==> src/rtl/dest_pipe_hazard_if.sv <==
// Bundle of the EX/ID-side inputs and the pipelined destination / hazard-control
// outputs exchanged between the core datapath and the destination pipe + hazard unit.
interface dest_pipe_hazard_if #(
  parameter int REG_W = 5
);
  logic [REG_W-1:0] writeregE;
  logic             regwriteE;
  logic             memtoregE;
  logic [REG_W-1:0] rsD;
  logic [REG_W-1:0] rtD;
  logic [REG_W-1:0] rsE;
  logic [REG_W-1:0] rtE;
  logic             branchD;
  logic             stallM;
  logic             flushM;
  logic [REG_W-1:0] writeregM;
  logic [REG_W-1:0] writeregW;
  logic             regwriteM;
  logic             regwriteW;
  logic             memtoregM;
  logic             memtoregW;
  logic [1:0]       forwardAE;
  logic [1:0]       forwardBE;
  logic             forwardAD;
  logic             forwardBD;
  logic             stallF;
  logic             stallD;
  logic             stallE;
  logic             flushE;

  // Datapath side: supplies pipeline state, consumes forward/stall controls.
  modport master (
    output writeregE, regwriteE, memtoregE, rsD, rtD, rsE, rtE, branchD, stallM, flushM,
    input  writeregM, writeregW, regwriteM, regwriteW, memtoregM, memtoregW,
    input  forwardAE, forwardBE, forwardAD, forwardBD, stallF, stallD, stallE, flushE
  );

  // Hazard unit side.
  modport slave (
    input  writeregE, regwriteE, memtoregE, rsD, rtD, rsE, rtE, branchD, stallM, flushM,
    output writeregM, writeregW, regwriteM, regwriteW, memtoregM, memtoregW,
    output forwardAE, forwardBE, forwardAD, forwardBD, stallF, stallD, stallE, flushE
  );
endinterface

==> src/rtl/dest_pipe_hazard.sv <==
// Carries the EX destination/write-enable/load flag through EX/MEM and MEM/WB and
// derives forwarding selects plus load-use / branch stall and flush controls.
module dest_pipe_hazard #(
  parameter int REG_W = 5
) (
  input  logic               clk,
  input  logic               rst,
  dest_pipe_hazard_if.slave  bus
);
  logic [REG_W-1:0] writereg_m_reg;
  logic [REG_W-1:0] writereg_w_reg;
  logic             regwrite_m_reg;
  logic             regwrite_w_reg;
  logic             memtoreg_m_reg;
  logic             memtoreg_w_reg;

  // While MEM is stalled, WB receives a bubble so the held instruction retires once.
  always_ff @(posedge clk) begin
    if (rst) begin
      writereg_m_reg <= '0;
      regwrite_m_reg <= 1'b0;
      memtoreg_m_reg <= 1'b0;
      writereg_w_reg <= '0;
      regwrite_w_reg <= 1'b0;
      memtoreg_w_reg <= 1'b0;
    end else begin
      if (bus.flushM) begin
        writereg_m_reg <= '0;
        regwrite_m_reg <= 1'b0;
        memtoreg_m_reg <= 1'b0;
      end else if (!bus.stallM) begin
        writereg_m_reg <= bus.writeregE;
        regwrite_m_reg <= bus.regwriteE;
        memtoreg_m_reg <= bus.memtoregE;
      end
      if (bus.stallM) begin
        writereg_w_reg <= '0;
        regwrite_w_reg <= 1'b0;
        memtoreg_w_reg <= 1'b0;
      end else begin
        writereg_w_reg <= writereg_m_reg;
        regwrite_w_reg <= regwrite_m_reg;
        memtoreg_w_reg <= memtoreg_m_reg;
      end
    end
  end

  assign bus.writeregM = writereg_m_reg;
  assign bus.regwriteM = regwrite_m_reg;
  assign bus.memtoregM = memtoreg_m_reg;
  assign bus.writeregW = writereg_w_reg;
  assign bus.regwriteW = regwrite_w_reg;
  assign bus.memtoregW = memtoreg_w_reg;

  logic [1:0][REG_W-1:0] src_e;
  logic [1:0][REG_W-1:0] src_d;
  logic [1:0][1:0]       fwd_e;
  logic [1:0]            fwd_d;

  assign src_e[0] = bus.rsE;
  assign src_e[1] = bus.rtE;
  assign src_d[0] = bus.rsD;
  assign src_d[1] = bus.rtD;

  // Operand 0 is rs, operand 1 is rt; register $0 never matches.
  genvar gi;
  generate
    for (gi = 0; gi < 2; gi++) begin : g_fwd
      logic hit_m;
      logic hit_w;
      assign hit_m = (src_e[gi] != '0) && regwrite_m_reg && (src_e[gi] == writereg_m_reg);
      assign hit_w = (src_e[gi] != '0) && regwrite_w_reg && (src_e[gi] == writereg_w_reg);
      assign fwd_e[gi] = hit_m ? 2'b10 : (hit_w ? 2'b01 : 2'b00);
      assign fwd_d[gi] = (src_d[gi] != '0) && regwrite_m_reg && (src_d[gi] == writereg_m_reg);
    end
  endgenerate

  assign bus.forwardAE = fwd_e[0];
  assign bus.forwardBE = fwd_e[1];
  assign bus.forwardAD = fwd_d[0];
  assign bus.forwardBD = fwd_d[1];

  logic e_hits_d;
  logic m_hits_d;
  logic lwstall;
  logic branchstall;

  assign e_hits_d = (bus.writeregE != '0) &&
                    ((bus.writeregE == bus.rsD) || (bus.writeregE == bus.rtD));
  assign m_hits_d = (writereg_m_reg != '0) &&
                    ((writereg_m_reg == bus.rsD) || (writereg_m_reg == bus.rtD));

  assign lwstall     = bus.memtoregE && bus.regwriteE && e_hits_d;
  assign branchstall = bus.branchD && ((bus.regwriteE && e_hits_d) || (memtoreg_m_reg && m_hits_d));

  // A MEM stall freezes ID/EX, so the bubble insertion is suppressed then.
  assign bus.stallF = lwstall || branchstall || bus.stallM;
  assign bus.stallD = lwstall || branchstall || bus.stallM;
  assign bus.stallE = bus.stallM;
  assign bus.flushE = (lwstall || branchstall) && !bus.stallM;
endmodule

==> src/flat_wrapper.sv <==
// flat-port wrapper written by rule: the top's interface ports become plain ports
module dest_pipe_hazard_flat 
#(
  parameter int REG_W = 5
)
  (clk, rst, bus_writeregE, bus_regwriteE, bus_memtoregE, bus_rsD, bus_rtD, bus_rsE, bus_rtE, bus_branchD, bus_stallM, bus_flushM, bus_writeregM, bus_writeregW, bus_regwriteM, bus_regwriteW, bus_memtoregM, bus_memtoregW, bus_forwardAE, bus_forwardBE, bus_forwardAD, bus_forwardBD, bus_stallF, bus_stallD, bus_stallE, bus_flushE);
  dest_pipe_hazard_if #(.REG_W(REG_W)) bus_i ();
  input  logic clk;
  input  logic rst;
  input wire logic [$bits(bus_i.writeregE)-1:0] bus_writeregE;
  input wire logic [$bits(bus_i.regwriteE)-1:0] bus_regwriteE;
  input wire logic [$bits(bus_i.memtoregE)-1:0] bus_memtoregE;
  input wire logic [$bits(bus_i.rsD)-1:0] bus_rsD;
  input wire logic [$bits(bus_i.rtD)-1:0] bus_rtD;
  input wire logic [$bits(bus_i.rsE)-1:0] bus_rsE;
  input wire logic [$bits(bus_i.rtE)-1:0] bus_rtE;
  input wire logic [$bits(bus_i.branchD)-1:0] bus_branchD;
  input wire logic [$bits(bus_i.stallM)-1:0] bus_stallM;
  input wire logic [$bits(bus_i.flushM)-1:0] bus_flushM;
  output wire logic [$bits(bus_i.writeregM)-1:0] bus_writeregM;
  output wire logic [$bits(bus_i.writeregW)-1:0] bus_writeregW;
  output wire logic [$bits(bus_i.regwriteM)-1:0] bus_regwriteM;
  output wire logic [$bits(bus_i.regwriteW)-1:0] bus_regwriteW;
  output wire logic [$bits(bus_i.memtoregM)-1:0] bus_memtoregM;
  output wire logic [$bits(bus_i.memtoregW)-1:0] bus_memtoregW;
  output wire logic [$bits(bus_i.forwardAE)-1:0] bus_forwardAE;
  output wire logic [$bits(bus_i.forwardBE)-1:0] bus_forwardBE;
  output wire logic [$bits(bus_i.forwardAD)-1:0] bus_forwardAD;
  output wire logic [$bits(bus_i.forwardBD)-1:0] bus_forwardBD;
  output wire logic [$bits(bus_i.stallF)-1:0] bus_stallF;
  output wire logic [$bits(bus_i.stallD)-1:0] bus_stallD;
  output wire logic [$bits(bus_i.stallE)-1:0] bus_stallE;
  output wire logic [$bits(bus_i.flushE)-1:0] bus_flushE;
  assign bus_i.writeregE = bus_writeregE;
  assign bus_i.regwriteE = bus_regwriteE;
  assign bus_i.memtoregE = bus_memtoregE;
  assign bus_i.rsD = bus_rsD;
  assign bus_i.rtD = bus_rtD;
  assign bus_i.rsE = bus_rsE;
  assign bus_i.rtE = bus_rtE;
  assign bus_i.branchD = bus_branchD;
  assign bus_i.stallM = bus_stallM;
  assign bus_i.flushM = bus_flushM;
  assign bus_writeregM = bus_i.writeregM;
  assign bus_writeregW = bus_i.writeregW;
  assign bus_regwriteM = bus_i.regwriteM;
  assign bus_regwriteW = bus_i.regwriteW;
  assign bus_memtoregM = bus_i.memtoregM;
  assign bus_memtoregW = bus_i.memtoregW;
  assign bus_forwardAE = bus_i.forwardAE;
  assign bus_forwardBE = bus_i.forwardBE;
  assign bus_forwardAD = bus_i.forwardAD;
  assign bus_forwardBD = bus_i.forwardBD;
  assign bus_stallF = bus_i.stallF;
  assign bus_stallD = bus_i.stallD;
  assign bus_stallE = bus_i.stallE;
  assign bus_flushE = bus_i.flushE;
  dest_pipe_hazard #(.REG_W(REG_W)) u_core (.clk(clk), .rst(rst), .bus(bus_i));
endmodule
==> config.mk <==
export PLATFORM = sky130hd
export DESIGN_NAME = dest_pipe_hazard_flat
export DESIGN_NICKNAME = d
export VERILOG_FILES = /design/src/rtl/dest_pipe_hazard_if.sv /design/src/rtl/dest_pipe_hazard.sv /design/src/flat_wrapper.sv
export SDC_FILE = /design/constraint.sdc
export NUM_CORES = 1
export LEC_CHECK = 0
export BUFFER_PORTS_ARGS = -buffer_cell sky130_fd_sc_hd__clkbuf_2
export CORE_MARGIN = 2
export CORE_UTILIZATION = 49
export DETAILED_ROUTE_END_ITERATION = 8
export PLACE_DENSITY = 0.85
export SETUP_SLACK_MARGIN = 0.2
export SYNTH_ARGS = -nofsm -noshare
export SYNTH_HDL_FRONTEND = slang
export SYNTH_SLANG_ARGS = --single-unit
export TNS_END_PERCENT = 10
==> constraint.sdc <==
create_clock -name clk -period 2.7 [get_ports clk]
set_input_delay 0 -clock clk [delete_from_list [all_inputs] [get_ports clk]]
set_output_delay 0 -clock clk [all_outputs]
set_load 0.01 [all_outputs]
==> results of run 1 <==
[sequential cells by signal (all words and copies together), names as in the netlist]
name / flops
u_core.bus.regwriteM: 1
u_core.bus.writeregM: 5
u_core.bus.regwriteW: 1
u_core.bus.memtoregM: 1
u_core.bus.writeregW: 5
u_core.bus.memtoregW: 1
[metrics by stage]
stage	instance area [um^2]	setup slack [ns]	util	hold slack [ns]
2_1_floorplan	1116	1.249	-	0.09177
3_3_place_gp	1349	1.176	0.6156	0.2463
3_5_place_dp	1349	1.111	0.6156	0.2642
4_1_cts	1391	0.7931	0.6351	0.04408
5_1_grt	1391	0.6680	0.6351	0.06036
6_report	1391	0.8408	0.6351	0.05265
[critical path, delay by kind of cell (launching register included)]
| kind | cells | cell delay, ns |
|---|---|---|
| DFF | 1 | 0.53 |
| buffers and inverters | 1 | 0.14 |
| and+or+nand+nor | 2 | 0.39 |
| AOI/OAI and AO/OA | 2 | 0.35 |
| xor gates and xnor gates | 1 | 0.17 |
[worst max path at each step]
stage                  to  slack, ns  cells after the start
2_1_floorplan  bus_stallF       1.25                      7
3_3_place_gp   bus_flushE       1.18                      6
3_5_place_dp   bus_flushE       1.11                      6
4_1_cts        bus_flushE       0.79                      6
5_1_grt        bus_flushE       0.67                      6
6_report       bus_flushE       0.84                      6
[power groups by stage]
stage / registers [uW] / logic, uW / clock network, uW
5_1_grt: 222 / 139 / 126
6_report: 221 / 127 / 112
4_1_cts: 221 / 128 / 117
3_5_place_dp: 226 / 125 / 0
3_3_place_gp: 225 / 119 / 0
2_1_floorplan: 221 / 75.7 / 0
[cell usage after synthesis (all sizes together)]
master,instances,area (um^2)
xnor2,28,245.2
dfxtp,14,280.3
nor2,12,60.06
xor2,12,105.1
buf,8,56.30
and2,7,43.79
mux2i,7,70.07
nor3,6,30.03
nand3,4,20.02
nand4,4,25.02
nor4,4,50.05
clkbuf,3,21.27
nand2,3,11.26
a21oi,2,10.01
o21ai,2,10.01
o311a,2,20.02
or3,2,12.51
or4,2,22.52
nand3b,1,7.510
o2111ai,1,8.760
or2,1,6.260
[layout make-up]
class | count | area share
repair buffers | 57 | 0.2122
multi-input cells | 100 | 0.5450
flip-flops and latches | 14 | 0.2014
clock buffers | 3 | 0.01619
well taps | 28 | 0.02518
[kinds of logic (layout without fill, tap and decap cells)]
logic type      Yosys count  count (layout)  synth area share
xor+xnor                 40              40            0.3139
simple gates             46              46            0.2590
flops                    14              14            0.2511
buf+inv                  11              60           0.06950
mux                       7               7           0.06278
compound gates            7               7           0.04372
[metal layers]
layer,global-route usage,routed length [um]
met1,0.2460,1168
met4,0.01316,0
met2,0.4380,1410
met3,0.05747,236
met5,0,0
==> impl_results.md, run 1 <==
- Worst-Margin Slew: 0.3904 ns
- Yosys cell types: 25
- Register area: 280.3 um^2
- Synthesized netlist cell count: 125
- Die Span X: 51.73 um
- Max-Cap Viols: 0
- CTS hold repair buffers: 2
- Pwr Density: 330.8 nW/um^2
- Initial antenna violation count: 0
- Worst Hold Class: input port to flop
- Die Ht: 51.73 um
- Synth Net Count: 157
- Final cycle utilization of the critical path: 0.6886
- DRC viols: 0
- Worst setup path class: flop to output pin
- Reg2reg end: u_core.bus.writeregM[1]
- Req. time, crit path: 2.70 ns
- CTS root buf: clkbuf_4
- Worst stage delay on the critical path: 0.53 ns
- Cell Chain, Critical Path: xnor2_1 -> nand3_1 -> nor3_1 -> o2111ai_1 -> a21oi_1 -> clkbuf_2
- Largest net degree at the start of global routing: 12
- Initial core utilization: 0.5094
- Final setup fails: 0
- Multi-input logic area: 758.2 um^2
- Crit-path slowest cell: dfxtp_1
- Min Tclk post-route: 1.859 ns
- Max Freq: 537.9 MHz
- Syn avg cell area: 8.929 um^2
- Vias in the first global route: 1039
- Arrival @ worst endpoint: 1.86 ns
- Clk pin slew, worst setup/hold paths: 0.08 ns
- Wire per inst: 13.94 um
- P_int: 325.5 uW
- DP Cell Count: 197
- Final Hold Fails: 0
- Sink Count: 14
- TritonCTS buffer count: 3
- Maximum vdd drop: 0.3061 mV
- Row count: 17
- DIE AREA: 2675 um^2
- Gr ovfl total: 0
- Hold Path Depth: 3
- Status: finished clean
- H-tree Lvls: 1
- First drt pass iteration count: 4
- First-pass GRT wire length: 4464 um
- Finished Layout Cells: 202
- Post-Synthesis Cell Area: 1116 um^2
- Layout Skew: 0.002645 ns
- Critical Path Start Type: flop
- Endpoint type of the worst setup path: output pin
- All-layer global routing usage: 0.2222
- Hpwl dp: 2282 um
- Antenna cells: 0
- Sequential share of the synthesized area: 0.2511
- Start point of the critical path: u_core.bus.writeregM[2]
- Commonest non-fill, non-tap cell in the layout: clkbuf_2
- Tot Pwr: 460.3 uW
- P_sw: 134.8 uW
- Most frequent cells in the layout: 55 x clkbuf_2, 28 x xnor2_1, 14 x dfxtp_1
- Global placer's final weighted congestion: 0.9471
- CTS tree: yes
- Sw Ratio: 0.2929
- Worst reg2reg path depth: 2
- 1st-iter DRT viols: 19
- Worst Path Max Fanout: 8
- Synth warnings: 0
- RSZ-0062 raised after global routing: false
- Setup TNS: 0 ns
- Layout area overhead: 24.66%
- Combinational power share: 0.277
- Part of the power in the clock network: 0.243
- PostCTS Resize Cnt: 0
- CORE AREA: 2191 um^2
- Yosys reg bits: 14
- Overall routed net length: 2815 um
- Clk_lat worst skew: 0.27 ns
- Max_slew headroom: 0.7394
- Sequential share of power: 0.480
- Clk buf depth: 2
- Share of layout cells above drive strength 1: 0.3851
- Max-slew violation count: 0
- Setup slack, reg-to-reg: 1.86 ns
- Ports: 56
- Pleak: 0.0006088 uW
- Min-Delay Endpoint: u_core.bus.writeregM[1]
- Post-CTS Setup Bufs: 0
- PortBufs: 55
- Hold_sp: bus_flushM
- Final nets: 208
- DR vias/cell: 5.327
- Fillers: 200
- Antenna Nets Post-Route: 0
- RR Startpoint: u_core.bus.writeregM[1]
- Vias: 1076
Power figures use the tool's default switching activity.
==> run 2, diff against run 1 <==
--- a/config.mk
+++ b/config.mk
@@ -7,9 +7,9 @@
 export LEC_CHECK = 0
 export BUFFER_PORTS_ARGS = -buffer_cell sky130_fd_sc_hd__clkbuf_2
 export CORE_MARGIN = 2
-export CORE_UTILIZATION = 49
+export CORE_UTILIZATION = 45
 export DETAILED_ROUTE_END_ITERATION = 8
-export PLACE_DENSITY = 0.85
+export PLACE_DENSITY = 0.79
 export SETUP_SLACK_MARGIN = 0.2
 export SYNTH_ARGS = -nofsm -noshare
 export SYNTH_HDL_FRONTEND = slang
==> constraint.sdc (replaced) <==
create_clock -name clk -period 1.9 [get_ports clk]
set_input_delay 0 -clock clk [delete_from_list [all_inputs] [get_ports clk]]
set_output_delay 0 -clock clk [all_outputs]
set_load 0.01 [all_outputs]
==> run 2 against run 1 <==
Critical path depth is the same; sequential power is 40% higher; design area is 4.3% higher; global-route usage down 1.0 points; non-clock buffer count grew 3; first-iteration DRC count shrank 47%; via count rose by 1.3%; core utilization shrank 3.3 points; clock skew down 0.0022 ns; critical path type unchanged.
==> impl_results.md, run 2 (synthesis gave the netlist of run 1 again) <==
- Initial core utilization: 0.4631 (-0.04629)
- Die Ht: 53.80 um (+4.0%)
- Max Freq: 601.6 MHz
- DRC viols: 0 (unchanged)
- Gr ovfl total: 0 (unchanged)
- Commonest non-fill, non-tap cell in the layout: clkbuf_2
- Min Tclk post-route: 1.662 ns
- Register area: 291.5 um^2 (+4.0%)
- Wire per inst: 14.04 um (+0.77%)
- Status: finished clean
- Overall routed net length: 2921 um (+3.8%)
- Multi-input logic area: 768.2 um^2 (+1.3%)
- Worst setup path class: flop to output pin
- Final cycle utilization of the critical path: 0.8748
- Post-CTS Setup Bufs: 0 (unchanged)
- Worst-Margin Slew: 0.3246 ns (-0.06579 ns)
- Post-placement cell area: 1374 um^2 (+1.9%)
- Vias: 1090 (+1.3%)
- Worst Path Max Fanout: 8 (unchanged)
- RSZ-0062 raised after global routing: true
- Final Hold Fails: 0 (unchanged)
- Most frequent cells in the layout: 55 x clkbuf_2, 28 x xnor2_1, 12 x xor2_1
- First drt pass iteration count: 4 (unchanged)
- CTS tree: yes
- Initial antenna violation count: 0 (unchanged)
- Pleak: 0.0006356 uW (+4.4%)
- Critical Path Start Type: flop
- DR vias/cell: 5.240 (-1.6%)
- Sink Count: 14 (unchanged)
- Req. time, crit path: 1.90 ns (-0.80 ns)
- CTS root buf: clkbuf_4
- Largest net degree at the start of global routing: 12 (unchanged)
- Max-slew violation count: 0 (unchanged)
- Vias in the first global route: 1025 (-1.3%)
- Row count: 18 (+1)
- Post-route cell area: 1451 um^2 (+4.3%)
- Final setup fails: 0 (unchanged)
- Arrival @ worst endpoint: 1.66 ns (-0.20 ns)
- Max_slew headroom: 0.7818 (+0.04241)
- Share of layout cells above drive strength 1: 0.4382 (+0.05314)
- Endpoint type of the worst setup path: output pin
- DIE AREA: 2894 um^2 (+8.2%)
- First-pass GRT wire length: 4512 um (+1.1%)
- Hpwl dp: 2397 um (+5.0%)
- Layout area overhead: 30.04%
- Pwr Density: 490.1 nW/um^2 (+48%)
- All-layer global routing usage: 0.2118 (-0.01038)
- Maximum vdd drop: 0.3258 mV (+6.4%)
- Global placer's final weighted congestion: 0.8984 (-5.1%)
- Clk pin slew, worst setup/hold paths: 0.08 ns (about the same)
- Antenna cells: 0 (unchanged)
- Final nets: 211 (+1.4%)
- H-tree Lvls: 1 (unchanged)
- Die Span X: 53.80 um (+4.0%)
- Setup TNS: 0 ns (unchanged)
- Clk buf depth: 2 (unchanged)
- Ports: 56 (unchanged)
- Layout Skew: 0.0004609 ns (-0.002184 ns)
- 1st-iter DRT viols: 10 (-9)
- PortBufs: 55 (unchanged)
- CORE AREA: 2410 um^2 (+10%)
- Fillers: 216 (+8.0%)
- Clk_lat worst skew: 0.28 ns (about the same)
- TritonCTS buffer count: 3 (unchanged)
- Worst Hold Class: input port to flop
- Antenna Nets Post-Route: 0 (unchanged)
- Max-Cap Viols: 0 (unchanged)
-- run 2: cell types whose count changed in the layout (fill, tap and decap cells not counted) --
cell / before / now
dfxtp_2: 0 / 3
dfxtp_4: 0 / 2
buf_4: 0 / 3
clkbuf_8: 0 / 1
nor3_2: 0 / 2
dfxtp_1: 14 / 9
nor3_1: 6 / 4
-- run 2: through the flow --
| stage | util | power, uW | instances | setup WS (ns) | hold slack [ns] |
|---|---|---|---|---|---|
| final | 0.6023 | 711.4 | 208 | 0.2378 | 0.05247 |
| after global routing | 0.6023 | 751.9 | 208 | 0.1524 | 0.05845 |
| after CTS | 0.5966 | 717.6 | 208 | 0.2019 | 0.04276 |
| after detailed placement | 0.5701 | 500.1 | 202 | 0.3517 | 0.2511 |
| after global placement | 0.5701 | 493.6 | 202 | 0.4132 | 0.2472 |
| after floorplan | - | 422.1 | 125 | 0.4492 | 0.09177 |
-- run 2: worst max-delay path: stages (launching register included) --
cell and delay (ns):
dfxtp_4 0.39, xnor2_1 0.16, nand3_1 0.11, nor3_2 0.23, o2111ai_1 0.18, a21oi_1 0.16
clkbuf_2 0.14
-- run 2: layout make-up --
class                      count  share of cell area
clock buffer                   4             0.02500
multi-input combinational    100              0.5293
sequential                    14              0.2009
tap                           30             0.02586
timing repair buffer          60              0.2190
-- run 2: path summary, 6_finish.rpt --
path / from / to / slack, ns / cells after the start
worst min register to register: u_core.bus.writeregM[2] / u_core.bus.writeregW[2] / 0.53 / 1
worst max register to register: u_core.bus.writeregM[2] / u_core.bus.writeregM[2] / 1.07 / 3
worst max-delay path: u_core.bus.writeregM[4] / bus_flushE / 0.24 / 6
worst min-delay path: bus_writeregE[4] / u_core.bus.writeregM[4] / 0.05 / 3
-- run 2: metal layers --
| layer | GRT usage | wire length, um | share of wire | vias up |
|---|---|---|---|---|
| li1 | - | - | - | 528 |
| met1 | 0.2513 | 1208 | 0.41 | 498 |
| met2 | 0.3943 | 1448 | 0.50 | 62 |
| met3 | 0.03889 | 252 | 0.086 | 2 |
| met4 | 0.03846 | 11 | 0.0038 | 0 |
| met5 | 0 | 0 | 0 | - |
-- run 2: timing repair --
action	in CTS	in global routing
setup endpoints to repair	4	6
gates resized for setup	3	6
hold buffers	2	0
hold endpoints to repair	2	0
-- run 2: power by group --
group | total (uW) | internal (uW) | switching [uW]
logic | 187 | 92.4 | 94.8
registers | 310 | 299 | 11.9
clock network | 214 | 117 | 97.2
total | 711 | 507 | 204
==> run 3, diff against run 2 <==
--- a/config.mk
+++ b/config.mk
@@ -9,6 +9,7 @@
 export CORE_MARGIN = 2
 export CORE_UTILIZATION = 45
 export DETAILED_ROUTE_END_ITERATION = 8
+export MAX_ROUTING_LAYER = met4
 export PLACE_DENSITY = 0.79
 export SETUP_SLACK_MARGIN = 0.2
 export SYNTH_ARGS = -nofsm -noshare
==> run 3 against run 2 <==
Clock power fell by 3%; non-clock buffer count rose by 1; clock skew barely moved; core utilization rose by 0.67 points; critical path depth did not move; worst setup slack improved by 0.016 ns; design area rose by 1.1%; cell count rose by 0.48%; sequential cell count did not move; largest power group unchanged; sequential share of layout area fell by 0.31 points; largest cell class unchanged; global-route usage fell by 0.56 points; highest routed layer unchanged.
==> impl_results.md, run 3 (synthesis gave the netlist of run 1 again) <==
- Clk_lat worst skew: 0.27 ns (about the same)
- H-tree Lvls: 1 (unchanged)
- Util after Layout: 0.6090 (+0.006749)
- Combinational power share: 0.270 (+0.007)
- Min Tclk post-route: 1.646 ns (-0.01636 ns)
- Max-slew violation count: 0 (unchanged)
- Pleak: 0.0006427 uW (+1.1%)
- RSZ-0062 raised after global routing: true
- Fillers: 227 (+5.1%)
- Wire per inst: 13.70 um (-2.4%)
- Final Hold Fails: 0 (unchanged)
- Vias in the first global route: 1022 (-0.29%)
- Antenna Nets Post-Route: 0 (unchanged)
- Overall routed net length: 2864 um (-2.0%)
- Hold_sp: bus_flushM
- Max_slew headroom: 0.7417 (-0.04015)
- CORE AREA: 2410 um^2 (unchanged)
- Max Freq: 607.6 MHz (+0.99%)
- Antenna cells: 0 (unchanged)
- Max-Cap Viols: 0 (unchanged)
- 1st-iter DRT viols: 6 (-4)
- Sequential share of power: 0.438 (+0.002)
- Die Ht: 53.80 um (unchanged)
- Setup TNS: 0 ns (unchanged)
- Layout area overhead: 31.50%
- Endpoint type of the worst setup path: output pin
- Register area: 290.3 um^2 (-0.43%)
- CTS root buf: clkbuf_4
- DR vias/cell: 5.115 (-2.4%)
- Maximum vdd drop: 0.5606 mV (+72%)
- DRC viols: 0 (unchanged)
- Worst-Margin Slew: 0.3835 ns (+0.05887 ns)
- RR Startpoint: u_core.bus.writeregM[2]
- PortBufs: 55 (unchanged)
- Final nets: 212 (+0.47%)
- Largest net degree at the start of global routing: 12 (unchanged)
- Ports: 56 (unchanged)
- Vias: 1069 (-1.9%)
- Clk buf depth: 2 (unchanged)
- Start point of the critical path: u_core.bus.writeregM[2]
- CTS tree: yes
- Pwr Density: 482.2 nW/um^2 (-1.6%)
- Global placer's final weighted congestion: 0.8975 (-0.10%)
- All-layer global routing usage: 0.2062 (-0.005642)
- Multi-input logic area: 778.2 um^2 (+1.3%)
- TritonCTS buffer count: 3 (unchanged)
- Die Span X: 53.80 um (unchanged)
- Share of layout cells above drive strength 1: 0.4469 (+0.008725)
- Worst Hold Class: input port to flop
- DIE AREA: 2894 um^2 (unchanged)
- P_int: 507.6 uW (about the same)
- Final setup fails: 0 (unchanged)
- Worst Path Max Fanout: 5 (-3)
- Gr ovfl total: 0 (unchanged)
- First-pass GRT wire length: 4264 um (-5.5%)
- Arrival @ worst endpoint: 1.65 ns (about the same)
- P_sw: 200.0 uW (-1.9%)
- Req. time, crit path: 1.90 ns (about the same)
- Row count: 18 (unchanged)
- Initial antenna violation count: 0 (unchanged)
- Status: finished clean
- Commonest non-fill, non-tap cell in the layout: clkbuf_2
- Hpwl dp: 2306 um (-3.8%)
- Critical Path Start Type: flop
- Initial core utilization: 0.4631 (unchanged)
- Sink Count: 14 (unchanged)
- Worst setup path class: flop to output pin
- Final cycle utilization of the critical path: 0.8662 (-0.008609)
- Sw Ratio: 0.2827 (-0.004000)
- Clk pin slew, worst setup/hold paths: 0.08 ns (about the same)
- Most frequent cells in the layout: 55 x clkbuf_2, 28 x xnor2_1, 12 x xor2_1
- First drt pass iteration count: 4 (unchanged)
- Part of the power in the clock network: 0.292 (-0.008)
- Layout Skew: 0.0009242 ns (+0.0004634 ns)
-- run 3: per-stage QoR --
step	cells	total power, uW	hold WS (ns)	worst slack, ns	area [um^2]
after global routing	209	748.8	0.05831	0.1603	1468
after detailed placement	202	500.1	0.2573	0.3305	1374
after CTS	208	707.2	0.06204	0.2110	1445
after floorplan	125	422.1	0.09177	0.4492	1116
final	209	707.7	0.06804	0.2542	1468
after global placement	202	494.0	0.2478	0.4020	1374
-- run 3: final cells by class --
type | instances | area share
Clock buffer | 4 | 0.02472
Timing Repair Buffer | 61 | 0.2217
Tap cell | 30 | 0.02558
Multi-Input combinational cell | 100 | 0.5303
Sequential cell | 14 | 0.1978
-- run 3: worst paths after layout --
| kind | end | slack, ns | depth (start not counted) |
|---|---|---|---|
| worst min-delay path | u_core.bus.writeregM[0] | 0.07 | 3 |
| worst max register to register | u_core.bus.writeregM[2] | 1.08 | 3 |
| worst min register to register | u_core.bus.writeregW[2] | 0.53 | 1 |
| worst max-delay path | bus_flushE | 0.25 | 6 |
-- run 3: power groups by stage --
stage	sequential, uW	combinational, uW	clock, uW
finish	310	191	207
global route	311	206	231
CTS	310	187	210
floorplan	315	108	0
detailed placement	318	182	0
global placement	318	176	0
-- run 3: timing repair --
| action | CTS | global route |
|---|---|---|
| hold endpoints to repair | 2 | 0 |
| buffers inserted | 0 | 1 |
| endpoints found under the setup margin | 4 | 4 |
| resized for setup | 7 | 3 |
| hold buffers | 2 | 0 |
| pin swaps | 0 | 3 |
-- run 3: worst max-delay path, stage by stage, from the launching register on --
cell and delay, ns:
dfxtp_2 0.36, buf_4 0.15, xor2_1 0.17, nor3_2 0.25, o2111ai_2 0.15, a21oi_2 0.14
clkbuf_2 0.14
-- run 3: metal layers --
layer,share of wire,GRT usage,vias up
li1,-,-,534
met1,0.44,0.2213,485
met2,0.49,0.3801,48
met3,0.067,0.05278,2
met4,0.0049,0.03846,0
met5,0,-,-
